File: src/rtl/pipe_scoreboard.sv
// Register scoreboard for an in-order pipeline: tracks in-flight destination
// registers behind decode and resolves RAW hazards by stalling or bypassing.
// Entry 0 is the youngest (EXE side), entry DEPTH-1 the oldest (WB side).
module pipe_scoreboard #(
    parameter int unsigned DEPTH       = 3,
    parameter int unsigned REG_ADDR_W  = 5,
    parameter int unsigned FWD_MODE    = 0,
    parameter int unsigned LOAD_READY  = 2,
    parameter int unsigned FLUSH_DEPTH = 1,
    localparam int unsigned SEL_W      = $clog2(DEPTH + 1)
) (
    input  logic                  i_clk,
    input  logic                  i_rst_n,
    input  logic                  i_issue_valid,
    input  logic [REG_ADDR_W-1:0] i_issue_rd,
    input  logic                  i_issue_we,
    input  logic                  i_issue_load,
    input  logic [REG_ADDR_W-1:0] i_rs1,
    input  logic [REG_ADDR_W-1:0] i_rs2,
    input  logic                  i_rs1_used,
    input  logic                  i_rs2_used,
    input  logic                  i_advance,
    input  logic                  i_flush,
    output logic                  o_stall,
    output logic [SEL_W-1:0]      o_fwd_sel1,
    output logic [SEL_W-1:0]      o_fwd_sel2,
    output logic [SEL_W-1:0]      o_pending
);

    logic [DEPTH-1:0]      r_valid;
    logic [DEPTH-1:0]      r_load;
    logic [REG_ADDR_W-1:0] r_rd [DEPTH];
    logic [SEL_W-1:0]      r_pending;

    logic                  w_hit1, w_hit2;
    logic                  w_blk1, w_blk2;
    logic [SEL_W-1:0]      w_sel1, w_sel2;
    logic                  w_stall;
    logic                  w_admit;
    logic [DEPTH-1:0]      w_valid_nxt;
    logic [DEPTH-1:0]      w_load_nxt;
    logic [REG_ADDR_W-1:0] w_rd_nxt [DEPTH];
    logic [SEL_W-1:0]      w_pending_nxt;

    // Find the youngest matching entry per source; scanning oldest-first lets
    // the lowest index overwrite older hits.
    always_comb begin
        w_hit1 = 1'b0;
        w_blk1 = 1'b0;
        w_sel1 = '0;
        w_hit2 = 1'b0;
        w_blk2 = 1'b0;
        w_sel2 = '0;
        for (int k = int'(DEPTH) - 1; k >= 0; k--) begin
            if (i_rs1_used && (i_rs1 != '0) && r_valid[k] && (r_rd[k] == i_rs1)) begin
                w_hit1 = 1'b1;
                w_blk1 = r_load[k] && (k < int'(LOAD_READY));
                w_sel1 = SEL_W'(k + 1);
            end
            if (i_rs2_used && (i_rs2 != '0) && r_valid[k] && (r_rd[k] == i_rs2)) begin
                w_hit2 = 1'b1;
                w_blk2 = r_load[k] && (k < int'(LOAD_READY));
                w_sel2 = SEL_W'(k + 1);
            end
        end
    end

    // Hazard decision: any match stalls without bypass; with bypass only
    // load data that is not yet available stalls.
    always_comb begin
        if (FWD_MODE == 0) begin
            w_stall = w_hit1 | w_hit2;
        end else begin
            w_stall = w_blk1 | w_blk2;
        end
    end

    assign o_stall    = w_stall;
    assign o_fwd_sel1 = ((FWD_MODE == 0) || w_stall) ? '0 : w_sel1;
    assign o_fwd_sel2 = ((FWD_MODE == 0) || w_stall) ? '0 : w_sel2;
    assign o_pending  = r_pending;

    // Next-state: shift on advance, then kill the youngest entries on flush.
    always_comb begin
        w_admit = i_issue_valid & i_issue_we & ~w_stall & ~i_flush & (i_issue_rd != '0);
        w_valid_nxt = r_valid;
        w_load_nxt  = r_load;
        for (int k = 0; k < int'(DEPTH); k++) begin
            w_rd_nxt[k] = r_rd[k];
        end
        if (i_advance) begin
            w_valid_nxt[0] = w_admit;
            w_load_nxt[0]  = i_issue_load;
            w_rd_nxt[0]    = i_issue_rd;
            for (int k = 1; k < int'(DEPTH); k++) begin
                w_valid_nxt[k] = r_valid[k-1];
                w_load_nxt[k]  = r_load[k-1];
                w_rd_nxt[k]    = r_rd[k-1];
            end
        end
        if (i_flush) begin
            for (int k = 0; k < int'(FLUSH_DEPTH) && k < int'(DEPTH); k++) begin
                w_valid_nxt[k] = 1'b0;
            end
        end
        w_pending_nxt = '0;
        for (int k = 0; k < int'(DEPTH); k++) begin
            w_pending_nxt = w_pending_nxt + SEL_W'(w_valid_nxt[k]);
        end
    end

    // Entry state and registered occupancy count.
    always_ff @(posedge i_clk or negedge i_rst_n) begin
        if (!i_rst_n) begin
            r_valid   <= '0;
            r_load    <= '0;
            r_pending <= '0;
            for (int k = 0; k < int'(DEPTH); k++) begin
                r_rd[k] <= '0;
            end
        end else begin
            r_valid   <= w_valid_nxt;
            r_load    <= w_load_nxt;
            r_pending <= w_pending_nxt;
            for (int k = 0; k < int'(DEPTH); k++) begin
                r_rd[k] <= w_rd_nxt[k];
            end
        end
    end

endmodule

File: config.mk
export PLATFORM = sky130hd
export DESIGN_NAME = pipe_scoreboard
export DESIGN_NICKNAME = d
export VERILOG_FILES = /design/src/rtl/pipe_scoreboard.sv
export SDC_FILE = /design/constraint.sdc
export NUM_CORES = 1
export LEC_CHECK = 0
export CORE_MARGIN = 4
export CORE_UTILIZATION = 47
export DETAILED_ROUTE_END_ITERATION = 16
export PLACE_DENSITY_LB_ADDON = 0.12
export SLEW_MARGIN = 20
export SYNTH_ARGS = -nofsm -noshare
export SYNTH_HDL_FRONTEND = slang
export SYNTH_SLANG_ARGS = --single-unit
File: constraint.sdc
create_clock -name i_clk -period 2.3 [get_ports i_clk]
set_clock_uncertainty 0.15 [all_clocks]
set_input_delay 0.46 -clock i_clk [delete_from_list [all_inputs] [get_ports i_clk]]
set_output_delay 0.46 -clock i_clk [all_outputs]
set_load 0.05 [all_outputs]
### Yosys cells after proc, flatten, opt, wreduce, memory -nomap -nowiden

Cells that the tools add are included.
W data, S select, Z words.

| storage, ports and cells | value |
|---|---|
| bits in registers | 20 |
| bits of input ports | 24 |
| output and inout port bits | 7 |
| word-level logic and storage cells | 45 |

| cells by class | value |
|---|---|
| $add $sub $neg | 2 |
| equality and inequality tests | 6 |
| mux-type cells | 8 |
| bitwise gates (word level) | 7 |
| reductions and logical operators | 17 |

Operators by type and width:

| operator | number |
|---|---|
| $eq A5 B5 Y1 | 6 |
| $reduce_bool A5 Y1 | 3 |
| $logic_and A1 B1 Y1 | 14 |
| $mux W1 | 7 |
| $and A1 B1 Y1 | 4 |
| $mux W3 | 1 |
| $add A1 B1 Y2 | 1 |
| $add A2 B1 Y2 | 1 |
| $not A1 Y1 | 2 |
| $or A1 B1 Y1 | 1 |

### Longest topological paths before layout

Gate-level depths: netlist (run 1).

| logic depth | value |
|---|---|
| depth in word-level cells | 16 |
| mapped depth | 6 |
| mapped depth without buffers | 6 |

### Worst setup path after synthesis (run 1)

Ideal clock, no wire load.

| timing | value |
|---|---|
| path type | input -> register |
| start point | input i_rs2[1] |
| end point | register r_pending[0], in the netlist o_pending[0] |
| setup time | 136 ps |
| arrival time | 1,988 ps |
| required time | 2,014 ps |
| slack | 27 ps |
| cell stages on the path | 5 |
| cell sequence | or4_1 o21ai_1 a31oi_1 o41ai_2 fa_1 |

| between the ends | value |
|---|---|
| word-level cells in the longest chain between the ends | 16 |
| elaborated cells on any way between the ends | 23 |
| those cells by class | 2 x add/sub; 3 x eq/ne; 5 x mux; 5 x bitwise; 8 x reduce/logical |

RTL lines:

| item | line | source |
|---|---|---|
| start: declaration | 19 | `input logic [REG_ADDR_W-1:0] i_rs2,` |
| $reduce_bool A5 Y1 | 60 | `if (i_rs2_used && (i_rs2 != '0) && r_valid[k] && (r_rd[k] == i_rs2)) begin` |
| $logic_and A1 B1 Y1 (3 in series) | 60 |  |
| $mux W1 (2 in series) | 60 |  |
| $mux W1 * | 60 |  |
| $or A1 B1 Y1 * | 72 | `w_stall = w_hit1 \| w_hit2;` |
| $not A1 Y1 * | 85 | `w_admit = i_issue_valid & i_issue_we & ~w_stall & ~i_flush & (i_issue_rd != '0);` |
| $and A1 B1 Y1 * (3 in series) | 85 |  |
| $mux W3 * | 91 | `if (i_advance) begin` |
| $mux W1 * | 101 | `if (i_flush) begin` |
| net w_valid_nxt[0] | 40 | `logic [DEPTH-1:0] w_valid_nxt;` |
| $add A1 B1 Y2 * | 108 | `w_pending_nxt = w_pending_nxt + SEL_W'(w_valid_nxt[k]);` |
| $add A2 B1 Y2 * | 108 |  |
| net w_pending_nxt[0] | 43 | `logic [SEL_W-1:0] w_pending_nxt;` |
| end signal: assignment | 124 | `r_pending <= w_pending_nxt;` |
| end: declaration | 33 | `logic [SEL_W-1:0] r_pending;` |

The timed path passes the listed nets; every way through them passes the cells marked *.
A chain may end at the register's enable or synchronous reset.

### Worst setup path after layout (run 1)

| timing | value |
|---|---|
| start point | register r_rd[7] (netlist bit) |
| end point | output o_stall |

| between the ends | value |
|---|---|
| word-level cells in the longest chain between the ends | 5 |
| elaborated cells on any way between the ends | 9 |
| those cells by class | 2 x eq/ne; 4 x mux; 1 x bitwise; 2 x reduce/logical |

RTL lines:

| item | line | source |
|---|---|---|
| start: declaration | 32 | `logic [REG_ADDR_W-1:0] r_rd [DEPTH];` |
| start signal: indexed assignment | 126 | `r_rd[k] <= w_rd_nxt[k];` |
| $eq A5 B5 Y1 (on tied branches) | 55, 60 |  |
| $logic_and A1 B1 Y1 (on tied branches) | 55, 60 |  |
| $mux W1 (on tied branches) (2 in series) | 55, 60 |  |
| $or A1 B1 Y1 * | 72 |  |
| end: declaration | 24 | `output logic o_stall,` |

Mark *: on every way between the ends. The rest lies on a longest branch, timed or not.

==> results of run 1 <==
==> cells in the mapped netlist <==
| master | n | area [µm²] |
|---|---|---|
| fa_1 | 1 | 20.0 |
| buf_2 | 1 | 5.00 |
| xnor2_1 | 6 | 52.6 |
| xor2_1 | 24 | 210 |
| o2111ai_1 | 1 | 8.76 |
| dfrtp_1 | 20 | 500 |
| nand3_1 | 6 | 30.0 |
| or3b_2 | 1 | 8.76 |
| o21ai_0 | 1 | 5.00 |
| buf_1 | 1 | 3.75 |
| a31oi_1 | 2 | 12.5 |
| mux2_2 | 17 | 191 |
| conb_1 | 1 | 3.75 |
| or2_1 | 1 | 6.26 |
| o21ai_1 | 1 | 5.00 |
| buf_4 | 4 | 30.0 |
| o41ai_2 | 1 | 16.3 |
| or4_1 | 3 | 22.5 |
| nor4_1 | 6 | 37.5 |
==> per-layer routing <==
layer | vias to the layer above | wire length (µm) | part of all wire
met4 | 0 | 103 | 0.034
met3 | 10 | 201 | 0.066
li1 | 427 | - | -
met5 | - | 0 | 0
met2 | 42 | 1500 | 0.49
met1 | 462 | 1230 | 0.41
==> area by class of cell <==
cell class	count	area [µm²]
sequential	20	503
clock buffer	3	22.5
timing repair buffer	44	402
tap	28	35.0
multi-input combinational	75	707
fill	169	628
==> per-stage QoR <==
stage          worst slack [ps]  hold WS [ps]  area (µm²)  setup TNS [ps]  utilization
3_5_place_dp               -598           435        1540           -1840        0.668
3_3_place_gp               -546           414        1540           -1580        0.668
4_1_cts                    -236           345        1600            -352        0.696
5_1_grt                    -348           353        1670            -464        0.727
6_report                   -266           336        1670            -316        0.727
2_1_floorplan              26.7          14.4        1180               0            -
==> worst paths after layout <==
check	to	depth (start not counted)
min reg2reg	r_rd[1]	1
max	o_stall	6
max in group asynchronous	r_rd[8]	2
min in group i_clk	r_rd[1]	1
min	r_rd[6]	2
max reg2reg	o_pending[0]	7
==> where the power goes <==
group	switching, mW	internal, mW	leakage (nW)	total [mW]
sequential	0.0581	0.397	0.242	0.455
clock	0.107	0.0612	0.0138	0.169
combinational	0.136	0.155	0.452	0.290
==> critical path: stages (launching register included) <==
cell and delay [ps]:
dfrtp_1 450, xor2_1 170, nor4_1 380, nand3_1 140, a31oi_2 190, or2_1 180
buf_12 140
==> flip-flops by register name, summed over array words and instances, names as in the netlist <==
signal,count
r_valid,3
o_pending,2
r_rd,15
==> what timing repair did <==
item                                    in CTS  in global routing
endpoints found under the setup margin       3                  3
setup buffers                                2                  4
hold buffers                                 0                  0
resized for setup                           28                  9
pin swaps                                   16                 14
==> cell families after synthesis <==
logic type      after synthesis  share of synthesized area
compound gates                6                     0.0406
xor+xnor                     30                      0.225
fa+ha+maj                     1                     0.0171
buf+inv                       6                     0.0331
flops                        20                      0.428
mux                          17                      0.164
other cells                   1                    0.00321
simple gates                 17                     0.0898
==> results_dict.tcl, run 1 <==
set metrics [dict create \
    status "finished with violations" \
    critPathMaxFanout 4 \
    cts_max_path_buffers 2 \
    drtIter0Drc 17 \
    critPathKind "register to output pin" \
    initial_core_util 0.509 \
    syn2layout_area_growth_pct 42.7 \
    grt_pass1_vias 973 \
    final_antenna_net_count 0 \
    cts_buffers 3 \
    place_congestion 0.803 \
    die_h_um 57.9 \
    avgSynthCellArea_um2 11.9 \
    wl_per_cell_um 17.9 \
    cts_max_level 1 \
    met1_usage 0.253 \
    dp_cells 161 \
    synthCells 98 \
    mostFrequentLayoutCells "xor2_1, dfrtp_1, mux2_2" \
    cap_violations 0 \
    setup_ws_ps -266 \
    row_count 17 \
    reg2reg_from "r_rd[7]" \
    fin_cells 170 \
    grt_first_pass_wirelength_mm 4.80 \
    ys_types 19 \
    portBuffers 25 \
    gr-usage-all-layers 0.190 \
    regToRegSetupSlack_ps 50 \
    irDropWorstVdd_mv 0.427 \
    fmax_mhz 390 \
    power_mw 0.914 \
    die_area_um2 3350 \
    drc 0 \
    clk_pin_slew_ps 110 \
    cp-end-kind "output pin" \
    gr-total-overflow 0 \
    coreArea_um2 2300 \
    yosysSeqAreaShare 0.428 \
    drive_above_1_share 0.394 \
    syn_area_um2 1170 \
    violations "setup timing" \
    slew_viol_final 0 \
    rsz0062_at_grt "yes" \
    critPathLaunch "r_rd[7]" \
    yosysWarnings 0 \
    final_nets 169 \
    cts_root_buffer "clkbuf_4" \
    die_width_um 57.9 \
    routed-via-count 941 \
    insertedDiodeCount 0 \
    synth-seq-cells 20 \
    setup_viol 2 \
    p_leak_nw 0.707 \
    clk_latency_ps 300 \
    crit_arrival_ps 1960 \
    grt_max_degree 21 \
    cts_tree "yes" \
    antenna_found_initial 0 \
    fin_crit_sh 1.12 \
    wl_mm 3.04 \
    ios 31 \
    min_period_ps 2570 \
    layout_commonest_cell "xor2_1" \
    cts_sinks 20 \
    firstDrtPassIters 4 \
    required_ps 1690 \
    hpwl_mm 2.23 \
    hp-class "input port to asynchronous set/reset pin" \
    startpoint_type "register" \
    busiest_layer "met2" \
    use_met2 0.303 \
    hold_viol 0 \
    viasPerCell 5.54 \
    p_per_area_nw_per_um2 548 \
    use_met3 0.0312 \
]
Power figures use the tool's default switching activity.
==> run 2: changes to the inputs <==
--- a/config.mk
+++ b/config.mk
@@ -8,6 +8,7 @@
 export CORE_MARGIN = 4
 export CORE_UTILIZATION = 47
 export DETAILED_ROUTE_END_ITERATION = 16
+export GPL_ROUTABILITY_DRIVEN = 0
 export PLACE_DENSITY_LB_ADDON = 0.12
 export SLEW_MARGIN = 20
 export SYNTH_ARGS = -nofsm -noshare
==> results of run 2 <==
No change in the layout: final DEF, timing and power equal those of run 1.
